--- src/rtl/boot_mem.sv ---
// Parametrised boot memory: INIT-loaded protected low region plus writable scratch words.
// Optional patching of the protected region is enabled by defining BOOTMEM_PATCH_EN.
module boot_mem #(
  parameter int DW = 16,
  parameter int AW = 4,
  parameter int ROM_WORDS = 8,
  parameter logic [DW*ROM_WORDS-1:0] INIT =
    128'h0000_4000_3008_F400_1007_F800_4000_F200
) (
  input  logic          romclk,
  input  logic          rst,
  input  logic          cs,
  input  logic          we,
  input  logic [AW-1:0] addr,
  input  logic [DW-1:0] din,
  input  logic          lock,
  output logic [DW-1:0] dout,
  output logic          rvalid,
  output logic          wr_err,
  output logic [7:0]    err_cnt,
  output logic          locked
);

  localparam int DEPTH = 1 << AW;
  localparam logic [DW*DEPTH-1:0] IMG = (DW*DEPTH)'(INIT);

  logic [DW-1:0] mem_q [DEPTH];
  logic [DW-1:0] mem_d [DEPTH];
  logic [DW-1:0] dout_q, dout_d;
  logic          rvalid_q, rvalid_d;
  logic          wr_err_q, wr_err_d;
  logic [7:0]    err_cnt_q, err_cnt_d;

  logic rom_hit;
  logic rd_req;
  logic wr_req;
  logic wr_ok;

`ifdef BOOTMEM_PATCH_EN
  logic locked_q, locked_d;

  always_comb begin
    locked_d = locked_q | lock;
  end

  always_ff @(posedge romclk or posedge rst) begin
    if (rst) locked_q <= 1'b0;
    else     locked_q <= locked_d;
  end

  assign locked = locked_q;
`else
  logic unused_lock;
  assign unused_lock = lock;
  assign locked      = 1'b1;
`endif

  assign rom_hit = 32'(addr) < 32'(ROM_WORDS);
  assign rd_req  = cs & ~we;
  assign wr_req  = cs & we;
  // Writes use the lock state from before this edge
  assign wr_ok   = ~rom_hit | ~locked;

  always_comb begin
    for (int k = 0; k < DEPTH; k++) mem_d[k] = mem_q[k];
    dout_d    = dout_q;
    rvalid_d  = 1'b0;
    wr_err_d  = 1'b0;
    err_cnt_d = err_cnt_q;
    if (rd_req) begin
      dout_d   = mem_q[addr];
      rvalid_d = 1'b1;
    end
    if (wr_req) begin
      if (wr_ok) begin
        mem_d[addr] = din;
      end else begin
        wr_err_d = 1'b1;
        if (err_cnt_q != 8'hFF) err_cnt_d = err_cnt_q + 8'd1;
      end
    end
  end

  always_ff @(posedge romclk or posedge rst) begin
    if (rst) begin
      for (int k = 0; k < DEPTH; k++) mem_q[k] <= IMG[k*DW +: DW];
      dout_q    <= '0;
      rvalid_q  <= 1'b0;
      wr_err_q  <= 1'b0;
      err_cnt_q <= '0;
    end else begin
      for (int k = 0; k < DEPTH; k++) mem_q[k] <= mem_d[k];
      dout_q    <= dout_d;
      rvalid_q  <= rvalid_d;
      wr_err_q  <= wr_err_d;
      err_cnt_q <= err_cnt_d;
    end
  end

  assign dout    = dout_q;
  assign rvalid  = rvalid_q;
  assign wr_err  = wr_err_q;
  assign err_cnt = err_cnt_q;

endmodule

--- config.mk ---
export PLATFORM = sky130hd
export DESIGN_NAME = boot_mem
export DESIGN_NICKNAME = d
export VERILOG_FILES = /design/src/rtl/boot_mem.sv
export SDC_FILE = /design/constraint.sdc
export NUM_CORES = 1
export LEC_CHECK = 0
export ABC_AREA = 1
export CORE_MARGIN = 2
export CORE_UTILIZATION = 40
export CTS_BUF_LIST = sky130_fd_sc_hd__clkbuf_16
export CTS_CLUSTER_DIAMETER = 30
export DETAILED_ROUTE_END_ITERATION = 10
export PLACE_DENSITY = 0.6
export SETUP_SLACK_MARGIN = 0.3
export SLEW_MARGIN = 30
export SYNTH_ARGS = -nofsm -noshare
export SYNTH_HDL_FRONTEND = slang
export SYNTH_SLANG_ARGS = --single-unit
export TNS_END_PERCENT = 10
--- constraint.sdc ---
create_clock -name romclk -period 11.4 [get_ports romclk]
set_input_delay 2.28 -clock romclk [delete_from_list [all_inputs] [get_ports romclk]]
set_output_delay 2.28 -clock romclk [all_outputs]
set_load 0.02 [all_outputs]
==> run summary <==
Vias per Instance: 4.73
RePlAce Congestion: 0.761
synthesized area per cell: 8.02 um2
cell accounting for the most synthesized area: dfrtp_1
Worst Hold End: mem_q[252]
combined global-route utilization of all metal layers: 0.189
status: complete, no violations
crit-path leading delay family: buffers and inverters
synthesis-stage register bit count: 282
router iterations before antenna repair: 5
share of power burned in registers: 0.343
critical hold path startpoint: mem_q[252]
mapped cell area: 0.0120 mm2
Primary FF master, synth: dfrtp_1
std cell rows: 63
post-layout min period: 4.50 ns
Clock Pin Slew Worst Setup and Hold Paths: 0.05 ns
largest net degree at the start of global routing: 138
layout cell share with drive strength beyond 1: 0.110
most frequent cell after synthesis: nand2_1
Tcrit/Tclk final: 0.395
worst reg2reg setup slack: 9.63 ns
skew final: 0.0317 ns
DRT iter0 DRCs: 678
ys async rst share: 1.00
Initial Util: 0.406
Slew Viols, Final: 0
Worst EP arrival: 4.91 ns
CP peak stage delay: 0.75 ns
I/O Pins: 52
syn nets: 1527
sw power: 891 uW
PD cells: 231 mW/mm2
# setup viols final: 0
achievable frequency: 0.222 GHz
Residual DRC: 0
Final ANT Viol Nets: 0
Clock Latency Late Sink: 0.58 ns
final global-route overflow total: 0
CTS root buf: clkbuf_16
CP Buf/Inv Count: 3
Inserted Diodes: 0
max cap viols: 0
Final Hold Vio Count: 0
leakage power: 0.00739 uW
die area: 0.0315 mm2
Final Util: 0.495
Routed WL: 28500 um
Clock power frac: 0.567
Post-CTS Setup Bufs: 0
Most common cell on crit path: nand2_1
Reg-to-Reg End: err_cnt[2]
Comb power frac: 0.089
WHS Path Cells: 0
synth unique cells: 25
first-pass GRT wire length: 46600 um
Ys Warns: 0
CORE AREA: 0.0296 mm2
sw frac: 0.263
detailed-route wire length per cell: 15.1 um
die height: 178 um
Area growth syn-to-layout: 21.9%
sum of negative setup slack: 0 ns
CP startpoint kind: primary input
Worst setup EP type: flip-flop
RSZ-0062 raised after global routing: no
Fillers: 2843
DIE WIDTH: 178 um
top cells by count, synth: nand2_1 (698), dfrtp_1 (258), clkbuf_1 (162)
Hold/Removal Path Class: reg -> reg
required time worst endpoint: 11.82 ns
Area contributors post-synth: dfrtp_1 (54%), nand2_1 (22%), dfstp_2 (5.2%)
vias in the first global route: 8720
Reg2Reg Depth: 8
PostCTS Resize Cnt: 0
post-DP HPWL: 15600 um
CTS tree: built
cell breakdown of the critical path: clkdlybuf4s50_1, buf_4, nand2_1, inv_1, nand3_2, nand2_1, o21ai_0
worst slew pin tran: 0.931 ns
nets: 1464
P_int: 2500 uW
initial antenna violation count: 0
area fraction of the dominant cell type after synthesis: 0.536
Sink Count: 282
IO buf count: 49
Crit Path Category: in -> reg
total number of vias: 8903
Clock Tree Buf Depth: 3
H-tree depth: 3
TritonCTS Buffers: 72
Post-Syn Instances: 1501
Post-synth EDFFs: 0
reg2reg start: err_cnt[0]
critical path's slowest cell: nand3_2
CP Max Fanout: 32
sequential fraction of the synthesis area: 0.588
number of hold buffers added after cts: 0
maximum vdd ir drop: 0.124 mV
Slew HR: 0.379
[power groups by stage]
stage               sequential, uW  clock (uW)  combinational [uW]
CTS                           1160        1950                 307
finish                        1160        1920                 302
detailed placement            1180           0                 305
floorplan                     1190           0                 191
global route                  1180        2010                 350
global placement              1170           0                 299
[cells in the final DEF (no fill, tap or decap), drive strengths merged]
cell type and count:
buf 16, bufinv 5, clkbuf 72, clkdlybuf4s50 47, clkinv 33, clkinvlp 9, conb 1, dfrtp 258
dfstp 24, ha 1, inv 44, nand2 698, nand3 52, nand3b 1, nand4 1, nor2 90
nor3 4, o211ai 1, o21ai 133, xnor2 1, xor2 3
[metal layers]
layer,vias up,GRT usage,share of wire
li1,4437,-,-
met1,4220,0.270,0.49
met2,194,0.285,0.44
met3,52,0.0381,0.047
met4,0,0.0714,0.022
met5,-,0,0
[metrics by stage]
step	instances	total power, uW	setup slack (ns)	instance area (um2)	hold slack, ns
2_1_floorplan	1501	1380	1.38	12000	0.429
3_3_place_gp	1754	1470	6.00	12300	0.357
3_5_place_dp	1754	1480	6.28	12300	0.358
4_1_cts	1884	3420	6.86	14700	0.364
5_1_grt	1884	3540	6.62	14700	0.367
6_report	1884	3390	6.90	14700	0.363
[cell families after synthesis]
family	share of synthesized area
AO/OA/AOI/OAI	0.0559
XOR/XNOR	0.00291
flip-flops	0.588
adder cells (fa/ha/maj)	0.00104
buffers and inverters	0.0791
other	0.000311
AND/OR/NAND/NOR	0.272
[flip-flops by register name, indices dropped and copies added (netlist names)]
register	cells
mem_q	256
dout	16
err_cnt	8
rvalid	1
wr_err	1
[area by class of cell]
| cell class | count | area [um2] | share of cell area |
|---|---|---|---|
| clock buffer | 72 | 1800 | 0.123 |
| timing repair buffer | 63 | 592 | 0.0403 |
| multi-input combinational | 986 | 4020 | 0.274 |
| inverter | 33 | 136 | 0.00929 |
| clock inverter | 58 | 561 | 0.0382 |
| tap | 390 | 488 | 0.0332 |
| sequential | 282 | 7090 | 0.483 |
[worst reg2reg max path, delay by kind of cell, from the launching register on]
family                     cells  cell delay (ns)
buffers and inverters          2             0.26
adders and majority gates      1             0.20
DFF                            1             0.42
and+or+nand+nor                5             0.78
[worst max path at each step]
stage	from	end	slack, ns	depth (start not counted)
after floorplan	rst	dout[0]	1.38	1
after global placement	addr[2]	mem_q[50]	6.00	6
after detailed placement	addr[2]	mem_q[55]	6.28	6
after CTS	addr[2]	mem_q[49]	6.86	6
after global routing	addr[2]	mem_q[58]	6.62	6
final	addr[2]	mem_q[56]	6.90	7
Note: power is estimated with default switching activity, not from simulation.
